<file path="config.mk">
export PLATFORM = sky130hd
export DESIGN_NAME = psum_accum
export DESIGN_NICKNAME = d
export VERILOG_FILES = /design/src/rtl/psum_accum.sv
export SDC_FILE = /design/constraint.sdc
export NUM_CORES = 1
export LEC_CHECK = 0
export CORE_AREA = 4 4 100 102
export CTS_CLUSTER_DIAMETER = 120
export DETAILED_ROUTE_END_ITERATION = 8
export DIE_AREA = 0 0 104 106
export HOLD_SLACK_MARGIN = 0.02
export SKIP_CTS_REPAIR_TIMING = 1
export SLEW_MARGIN = 20
export SYNTH_ARGS = -nofsm -noshare
export SYNTH_HDL_FRONTEND = slang
export SYNTH_SLANG_ARGS = --single-unit
</file>
<file path="constraint.sdc">
create_clock -name clk -period 3.9 [get_ports clk]
set_input_delay 0.39 -clock clk [delete_from_list [all_inputs] [get_ports clk]]
set_output_delay 0.39 -clock clk [all_outputs]
set_load 0.01 [all_outputs]
</file>
<file path="src/rtl/psum_accum.sv">
// Window accumulator for the PE datapath: sums adder-tree beats, then rounds, shifts,
// optionally ReLUs and saturates one result per window behind a hold/ready handshake.
module psum_accum #(
  parameter int IN_WID  = 8,
  parameter int ACC_WID = 20,
  parameter int OUT_WID = 8,
  parameter int SHIFT   = 4,
  parameter bit RELU_EN = 1'b1,
  parameter int CNT_WID = 16
) (
  input  logic                      clk,
  input  logic                      reset,
  input  logic [1:0]                status_in,
  input  logic signed [IN_WID-1:0]  data_in,
  input  logic                      out_ready,
  output logic [1:0]                status_out,
  output logic signed [OUT_WID-1:0] data_out,
  output logic [CNT_WID-1:0]        beat_cnt,
  output logic [1:0]                err
);

  // PE_STATE encoding shared with the adder stage
  localparam logic [1:0] ST_INVALID = 2'd0;
  localparam logic [1:0] ST_VALID   = 2'd1;
  localparam logic [1:0] ST_FIN     = 2'd2;
  localparam logic [1:0] ST_COMPL   = 2'd3;

  localparam logic [ACC_WID:0] RND = (ACC_WID+1)'((1 << SHIFT) >> 1);

  typedef enum logic [1:0] {ACCUM, RES, RES_C, CMPL} state_t;

  state_t                      state, state_nx;
  logic signed [ACC_WID-1:0]   acc, acc_nx;
  logic [CNT_WID-1:0]          cnt_nx, cnt_inc;
  logic signed [OUT_WID-1:0]   dout_nx, res;
  logic [1:0]                  err_nx;
  logic signed [ACC_WID-1:0]   sum;
  logic signed [ACC_WID:0]     rnd_sum, shifted;

  assign sum     = acc + {{(ACC_WID-IN_WID){data_in[IN_WID-1]}}, data_in};
  assign cnt_inc = (&beat_cnt) ? beat_cnt : beat_cnt + 1'b1;

  // Rounding is done one bit wider so the bias cannot wrap a near-max sum.
  assign rnd_sum = {sum[ACC_WID-1], sum} + $signed(RND);
  assign shifted = rnd_sum >>> SHIFT;

  always_comb begin
    res = shifted[OUT_WID-1:0];
    if (RELU_EN && shifted[ACC_WID]) begin
      res = '0;
    end else if (!(&shifted[ACC_WID:OUT_WID-1]) && (|shifted[ACC_WID:OUT_WID-1])) begin
      res = shifted[ACC_WID] ? {1'b1, {(OUT_WID-1){1'b0}}} : {1'b0, {(OUT_WID-1){1'b1}}};
    end
  end

  always_comb begin
    state_nx = state;
    acc_nx   = acc;
    cnt_nx   = beat_cnt;
    dout_nx  = data_out;
    err_nx   = err;
    unique case (state)
      ACCUM, RES: begin
        if (state == RES && out_ready) state_nx = ACCUM;
        unique case (status_in)
          ST_VALID: begin
            acc_nx = sum;
            cnt_nx = cnt_inc;
          end
          ST_FIN: begin
            acc_nx = '0;
            cnt_nx = '0;
            if (state == ACCUM || out_ready) begin
              dout_nx  = res;
              state_nx = RES;
            end else begin
              err_nx[0] = 1'b1;
            end
          end
          ST_COMPL: begin
            acc_nx = '0;
            cnt_nx = '0;
            if (beat_cnt != '0) err_nx[1] = 1'b1;
            // a pending, unaccepted result must leave before COMPL is shown
            state_nx = (state == RES && !out_ready) ? RES_C : CMPL;
          end
          default: ;
        endcase
      end
      RES_C: begin
        if (status_in == ST_VALID || status_in == ST_FIN) err_nx[0] = 1'b1;
        if (out_ready) state_nx = CMPL;
      end
      CMPL: begin
        if (status_in != ST_INVALID) err_nx[0] = 1'b1;
        if (out_ready) state_nx = ACCUM;
      end
      default: state_nx = ACCUM;
    endcase
  end

  always_ff @(posedge clk or negedge reset) begin
    if (!reset) begin
      state    <= ACCUM;
      acc      <= '0;
      beat_cnt <= '0;
      data_out <= '0;
      err      <= '0;
    end else begin
      state    <= state_nx;
      acc      <= acc_nx;
      beat_cnt <= cnt_nx;
      data_out <= dout_nx;
      err      <= err_nx;
    end
  end

  always_comb begin
    unique case (state)
      RES, RES_C: status_out = ST_FIN;
      CMPL:       status_out = ST_COMPL;
      default:    status_out = ST_INVALID;
    endcase
  end

endmodule

</file>
==> key figures, run 1 <==
Timing
  – Min Clock Period, post-route: around 3.7 ns
  – Slew @ Worst Pin: 0.6516 ns
  – Fin crit share: ~95%
  – Slew headroom: 56.56%
  – Setup ws final: about 0.21 ns
  – Clock skew: 0.007495 ns
  – Slew Limit Fails: 0
  – RSZ-0062 raised after global routing: no
  – Peak Freq: 0.2712 GHz
  – Final hold vios: 0
  – Hold slack: 0.1806 ns
  – Setup violators final: 0

Floorplanning
  – Die footprint: 11020 µm²
  – Core ar.: 9109 µm²
  – IO Pins: 41
  – # rows: 35
  – Initial Util: ~39%
  – Die H: 106 µm
  – Die span in x: 104 µm

Clocking
  – Clock Sink Count: 48
  – Clock Latency Late Sink: 0.30 ns
  – Clk buf depth: 2
  – Worst-path clk slew: around 0.10 ns
  – Clock tree from TritonCTS: done
  – Num CTS Buffers: 5
  – Clk root buf: clkbuf_8
  – H-tree levels: 2

Hold path
  – Hold Path Class: in2async

Pwr
  – Pwr dens: around 730 nW/µm²
  – Combinational power share: ~67%
  – Net Sw Power: 1495 µW
  – Share of power burned in registers: 23.2%
  – Cell Int Power: between 1500 and 2000 µW
  – Net Sw Frac: 45.48%
  – P_leak: between 0.0015 and 0.002 µW
  – Peak VDD IR: 0.0002416 V
  – Clock share of power: 9.4%

Finish
  – Fraction of layout cells with a size suffix above 1: 14.29%
  – Commonest non-fill, non-tap cell in the layout: dfrtp_1
  – Fin nets: 522
  – Area delta synth->final: 24.59%
  – # diodes: 0
  – Most frequent cells in the layout: dfrtp_1 (48), buf_4 (42), clkdlybuf4s50_1 (39)
  – Fillers: around 910

Worst setup path
  – Worst-path cell chain: clkdlybuf4s50_1 > ha_1 > fa_1 > a211oi_2 > o21ai_0 > a41oi_1 > xor2_1 > nor4_1 > nor3b_1 > a21oi_1 > a211oi_2 > buf_4 > a32oi_1
  – Crit-path max cell delay: 0.53 ns
  – WS Path Type: in2reg
  – CP max-delay cell: nor4_1
  – Arrival @ worst endpoint: 3.87 ns
  – Cell mode on critical path: a211oi_2
  – Req. time, crit path: 4.08 ns
  – CP delay by family, top: compound AO/OA/AOI/OAI gates
  – CP Launch Type: input port
  – Buffers & Inverters on Critical Path: 2
  – CP Max Fanout: 7
  – Crit end category: flip-flop

Logic synthesis
  – Post-synth top area share: 33.39%
  – EDFF count, synth: 0
  – Top FF cell, synth: dfrtp_1
  – Top cells by area, synth: dfrtp_1 (33%), ha_1 (9.0%), xor2_1 (3.9%), nand2_1 (3.8%), a22o_1 (3.7%)
  – Synth warn: 0
  – Syn_area_per_cell: 8.882 µm²
  – Ys async rst share: 100.0%
  – Synthesized cell area: 3597 µm²
  – Synth area leader: dfrtp_1
  – Post-Syn Nets: around 450
  – Register area share after synthesis: 33.39%
  – #FFs+latches synth: 48
  – Synth cell types: 54
  – Synth Instances: around 410

Global routing
  – Global-route wire length before repair: roughly 17000 µm
  – Largest net degree at the start of global routing: 49
  – GRT Total Usage: 18.36%
  – Total gr overflow: 0
  – Number of global-route vias before repair: approximately 3400
  – Antenna violations before repair: 0

Place
  – Worst slack, placed: -0.06909 ns
  – GP Congestion: 0.9092
  – Detailed placement HPWL: 7531 µm
  – IO buf count: 40

Outcome
  – Status: finished clean

Detailed routing
  – Routed WL: 9943 µm
  – 1st-pass router iterations: 4
  – Antenna viol nets, final: 0
  – Vias: 3412
  – Drt drc: 0
  – Iter 0 DRT Violations: roughly 110
  – Routed vias/inst: 5.744
  – Wire per inst: roughly 17 µm

Run
  – Max-Cap Viols: 0
## worst paths after layout
check / startpoint / endpoint / slack [ns] / depth (start not counted)
worst min register to register: err[1] / err[1] / 0.49 / 1
worst max-delay path: data_in[0] / data_out[1] / 0.21 / 13
max in group asynchronous: reset / acc[16] / 3.27 / 2
min in group clk: err[1] / err[1] / 0.49 / 1
worst max register to register: acc[0] / data_out[1] / 0.33 / 12
worst min-delay path: reset / acc[5] / 0.18 / 2
## worst reg2reg max path, delay by kind of cell, from the launching register on
kind,cells,cell delay (ns)
AOI/OAI and AO/OA,6,1.20
adders and majority gates,2,0.66
xor gates and xnor gates,1,0.22
DFF,1,0.39
and+or+nand+nor,2,0.80
buffers and inverters,1,0.18
## cell type report
cell class                      count  area (µm²)  share of cell area [%]
Tap cell                          111       138.9                   3.099
Clock buffer                        7       76.32                   1.703
Inverter                           10       37.54                  0.8375
Clock inverter                      1       8.758                  0.1954
Multi-Input combinational cell    335        2308                   51.51
Timing Repair Buffer               82       710.7                   15.86
Sequential cell                    48        1201                   26.80
## synthesized netlist by cell type (5+ instances only)
master / instances
clkbuf_1: 8
o21ai_1: 5
and3_1: 6
xor2_1: 16
o21ai_0: 23
a21o_1: 5
nand2_1: 36
nor4_1: 6
ha_1: 26
a211oi_1: 6
a32oi_1: 5
nand2b_1: 5
xnor2_1: 13
nor3_1: 9
or3_1: 6
nor2_1: 35
nand3_1: 14
nand4_1: 11
a211oi_2: 5
a22o_1: 15
and2_1: 9
dfrtp_1: 48
inv_1: 10
a21oi_1: 25
## state kept, by name, indices dropped and copies added (netlist names)
name and cells:
beat_cnt 16, err 2, data_out 8, acc 20
state 2
## logic make-up (layout without fill, tap and decap cells)
| group | Yosys count | count (layout) | share of synthesized area (%) |
|---|---|---|---|
| flops | 48 | 48 | 33.39 |
| compound gates | 121 | 121 | 24.03 |
| mux | 4 | 4 | 1.148 |
| xor+xnor | 30 | 30 | 7.513 |
| simple gates | 153 | 153 | 21.88 |
| fa+ha+maj | 27 | 27 | 9.600 |
| buf+inv | 22 | 100 | 2.435 |
## through the flow
step | TNS [ns] | util, % | cells | instance area [µm²] | total power, µW
CTS | 0 | 49.20 | 594 | 4482 | 3291
detailed placement | -0.3822 | 48.27 | 586 | 4397 | 2964
global route | 0 | 49.20 | 594 | 4482 | 3581
global placement | 0 | 48.27 | 586 | 4397 | 2935
finish | 0 | 49.20 | 594 | 4482 | 3288
floorplan | 0 | - | 405 | 3597 | 2114
## power groups by stage
stage / clock network, µW / logic, µW / registers [µW]
2_1_floorplan: 0 / 1360 / 756
3_3_place_gp: 0 / 2160 / 773
3_5_place_dp: 0 / 2190 / 774
4_1_cts: 319 / 2210 / 765
5_1_grt: 342 / 2450 / 785
6_report: 311 / 2210 / 763
## metal layers
| layer | global-route usage (%) | vias to the layer above | part of all wire [%] |
|---|---|---|---|
| met4 | 7.312 | 0 | 3.1 |
| met2 | 29.85 | 79 | 46 |
| met1 | 24.54 | 1625 | 47 |
| met5 | 0 | - | 0 |
| li1 | - | 1686 | - |
| met3 | 2.793 | 22 | 3.7 |
(Power assumes the default switching activity.)
==> run 2, diff against run 1 <==
--- a/config.mk
+++ b/config.mk
@@ -5,10 +5,11 @@
 export SDC_FILE = /design/constraint.sdc
 export NUM_CORES = 1
 export LEC_CHECK = 0
-export CORE_AREA = 4 4 100 102
+export ABC_AREA = 1
+export CORE_AREA = 4 4 109 111
 export CTS_CLUSTER_DIAMETER = 120
 export DETAILED_ROUTE_END_ITERATION = 8
-export DIE_AREA = 0 0 104 106
+export DIE_AREA = 0 0 113 115
 export HOLD_SLACK_MARGIN = 0.02
 export SKIP_CTS_REPAIR_TIMING = 1
 export SLEW_MARGIN = 20
==> key figures, run 2 <==
Outcome
  – Status: finished clean

Worst setup path
  – Worst-path cell chain: clkdlybuf4s50_1 > ha_1 > fa_1 > nand2_1 > nand2_1 > nand3_1 > nand2_1 > nand2_1 > nand2_1 > nor2_1 > nand3_2 > nor2_4 > nand2_2 > nor2_4 > nand3_2 > nand2_1 > nand2_1 > nor2_2 > nand2_2 > nand2_4 > nand2_1 > nand2_1 > nand2_1
  – CP Max Fanout: 7
  – Cell mode on critical path: nand2_1
  – CP Launch Type: input port
  – WS Path Type: in2reg
  – CP max-delay cell: fa_1
  – Req. time, crit path: 4.11 ns
  – Crit-path max cell delay: 0.53 ns
  – Arrival @ worst endpoint: 3.62 ns
  – Crit end category: flip-flop

Global routing
  – GRT Total Usage: 20.24%
  – Number of global-route vias before repair: ~4400
  – Largest net degree at the start of global routing: 49
  – Antenna violations before repair: 0
  – Global-route wire length before repair: between 20000 and 25000 µm
  – Total gr overflow: 0

Pwr
  – Combinational power share: 65.9%
  – Pwr dens: slightly below 700 nW/µm²
  – Net Sw Frac: 52.15%
  – Cell Int Power: 1676 µW
  – Net Sw Power: about 1800 µW
  – Peak VDD IR: 0.0002466 V
  – Share of power burned in registers: 21.2%
  – PnR Total Power: 3502 µW
  – P_leak: 0.002591 µW
  – Clock share of power: 12.9%

Timing
  – Slew @ Worst Pin: 0.6472 ns
  – Slew headroom: 56.86%
  – Min Clock Period, post-route: 3.408 ns
  – Fin crit share: 87.38%
  – Slew Limit Fails: 0
  – Final hold vios: 0
  – TNS Setup: 0 ns
  – RSZ-0062 raised after global routing: no
  – Setup ws final: 0.4920 ns
  – Hold slack: 0.1666 ns
  – Clock skew: between 0.015 and 0.02 ns
  – Peak Freq: 0.2934 GHz
  – Setup violators final: 0

Detailed routing
  – 1st-pass router iterations: 5
  – Iter 0 DRT Violations: between 200 and 300
  – Drt drc: 0
  – Routed WL: 12640 µm
  – Vias: 4456
  – Routed vias/inst: about 5.2
  – Antenna viol nets, final: 0
  – Wire per inst: around 15 µm

Logic synthesis
  – Synth Area in XOR/XNOR: 1.421%
  – Synth cell types: 36
  – EDFF count, synth: 0
  – Area fraction in compound gates after synthesis: 11.54%
  – Synthesized cell area: 4315 µm²
  – Top FF cell, synth: dfrtp_1
  – Synth area leader: dfrtp_1
  – Synth Area in Adders: 8.002%
  – Largest family of logic cells by synthesized area: simple AND/OR/NAND/NOR gates
  – Synth warn: 0
  – Post-Synth Simple-Gate Area: 42.65%
  – #FFs+latches synth: 48
  – Most frequent cell after synthesis: nand2_1
  – Post-Syn Nets: 700
  – Ys async rst share: 100.0%
  – Top cells by area, synth: dfrtp_1 (28%), nand2_1 (18%), ha_1 (7.5%), inv_1 (7.4%), nand3_1 (5.9%)
  – Register area share after synthesis: 27.83%
  – Post-synth top area share: 27.83%
  – Mux contribution to synthesized area: 0%
  – Syn_area_per_cell: 6.538 µm²
  – Commonest cells post-synth: nand2_1 (206), inv_1 (85), nand3_1 (51), o21ai_0 (51)
  – Synth Instances: 660

Floorplanning
  – Die H: 115 µm
  – Initial Util: around 40%
  – Die span in x: 113 µm
  – # rows: 38
  – IO Pins: slightly above 40
  – Core ar.: 10790 µm²
  – Die footprint: 13000 µm²

Hold path
  – Hold Path Class: in2async

Finish
  – Multi-input logic area: roughly 2700 µm²
  – Final core occ: 47.10%
  – Fillers: 1131
  – Largest regs: acc (20), beat_cnt (16), data_out (8)
  – Fin nets: 752
  – Commonest non-fill, non-tap cell in the layout: nand2_1
  – Most flops, register: acc
  – Area delta synth->final: 17.80%
  – Most frequent cells in the layout: nand2_1 (206), inv_1 (85), nand3_1 (51), o21ai_0 (51)
  – Max FFs per register: 20
  – Fraction of layout cells with a size suffix above 1: 12.06%
  – Register area: 1201 µm²
  – # diodes: 0

Clocking
  – Clock Sink Count: 48
  – H-tree levels: 2
  – Worst-path clk slew: 0.10 ns
  – Clk buf depth: 2
  – Clock Latency Late Sink: 0.31 ns
  – Clk root buf: clkbuf_8
  – Num CTS Buffers: 5
  – Clock tree from TritonCTS: done

Run
  – Max-Cap Viols: 0

Place
  – Worst slack, placed: 0.1809 ns
  – IO buf count: 40
  – Detailed placement HPWL: between 10000 and 15000 µm
  – GP Congestion: 0.9621
[run 2: changes by cell type after synthesis, moves of 8 or more]
cell	change
xor2_1	-12
and2_1	-9
inv_1	+75
a22o_1	-15
nand2_1	+170
nand2_2	+24
nor2_4	+8
nand3_1	+37
o21ai_0	+28
xnor2_1	-10
nor2_2	+8
nor2_1	+13
[run 2: logic make-up (layout without fill, tap and decap cells)]
group / Yosys count / in the layout
and+or+nand+nor: 391 / 391
buffers and inverters: 97 / 150
AOI/OAI and AO/OA: 90 / 90
DFF: 48 / 48
adders and majority gates: 27 / 27
xor gates and xnor gates: 7 / 7
[run 2: metrics by stage]
step                      std cells  area, µm²
after floorplan                 660       4315
after global placement          845       4946
after detailed placement        845       4946
after CTS                       853       5084
after global routing            853       5084
final                           853       5084
[run 2: area by class of cell]
cell class | instances | area share (%)
Clock inverter | 3 | 1.354
Inverter | 90 | 6.670
Clock buffer | 5 | 1.354
Sequential cell | 48 | 23.63
Multi-Input combinational cell | 515 | 54.00
Timing Repair Buffer | 52 | 9.550
Tap cell | 140 | 3.446
[run 2: final timing paths]
path                            start           to  slack [ns]  cells past startpoint
max                        data_in[0]  data_out[2]        0.49                     23
max in group asynchronous       reset  beat_cnt[4]        3.29                      2
max reg2reg                    acc[0]  data_out[2]        0.64                     22
min reg2reg                    err[0]       err[0]        0.48                      1
min                             reset  beat_cnt[0]        0.17                      2
min in group clk               err[0]       err[0]        0.48                      1
[run 2: per-layer routing]
layer / track usage, % / routed length (µm) / part of all wire (%)
met5: 0 / 0 / 0
met4: 6.410 / 357 / 2.8
met3: 3.474 / 631 / 5.0
met2: 35.19 / 5974 / 47
met1: 25.70 / 5671 / 45
[run 2: critical path: cells and delay by family]
family | cells | cell delay (ns)
AND/OR/NAND/NOR | 20 | 1.96
buffers and inverters | 1 | 0.42
adder cells (fa/ha/maj) | 2 | 0.84
[run 2: power by group through the flow]
stage,sequential (µW),combinational [µW],clock [µW]
after floorplan,740,1580,0
after global placement,751,2260,0
after detailed placement,752,2280,0
after CTS,742,2300,467
after global routing,762,2610,483
final,741,2310,452
==> run 3, diff against run 2 <==
--- a/config.mk
+++ b/config.mk
@@ -5,11 +5,10 @@
 export SDC_FILE = /design/constraint.sdc
 export NUM_CORES = 1
 export LEC_CHECK = 0
-export ABC_AREA = 1
-export CORE_AREA = 4 4 109 111
+export CORE_AREA = 4 4 100 102
 export CTS_CLUSTER_DIAMETER = 120
 export DETAILED_ROUTE_END_ITERATION = 8
-export DIE_AREA = 0 0 113 115
+export DIE_AREA = 0 0 104 106
 export HOLD_SLACK_MARGIN = 0.02
 export SKIP_CTS_REPAIR_TIMING = 1
 export SLEW_MARGIN = 20
==> results of run 3 <==
Final layout, timing and power as in run 1 (identical DEF).
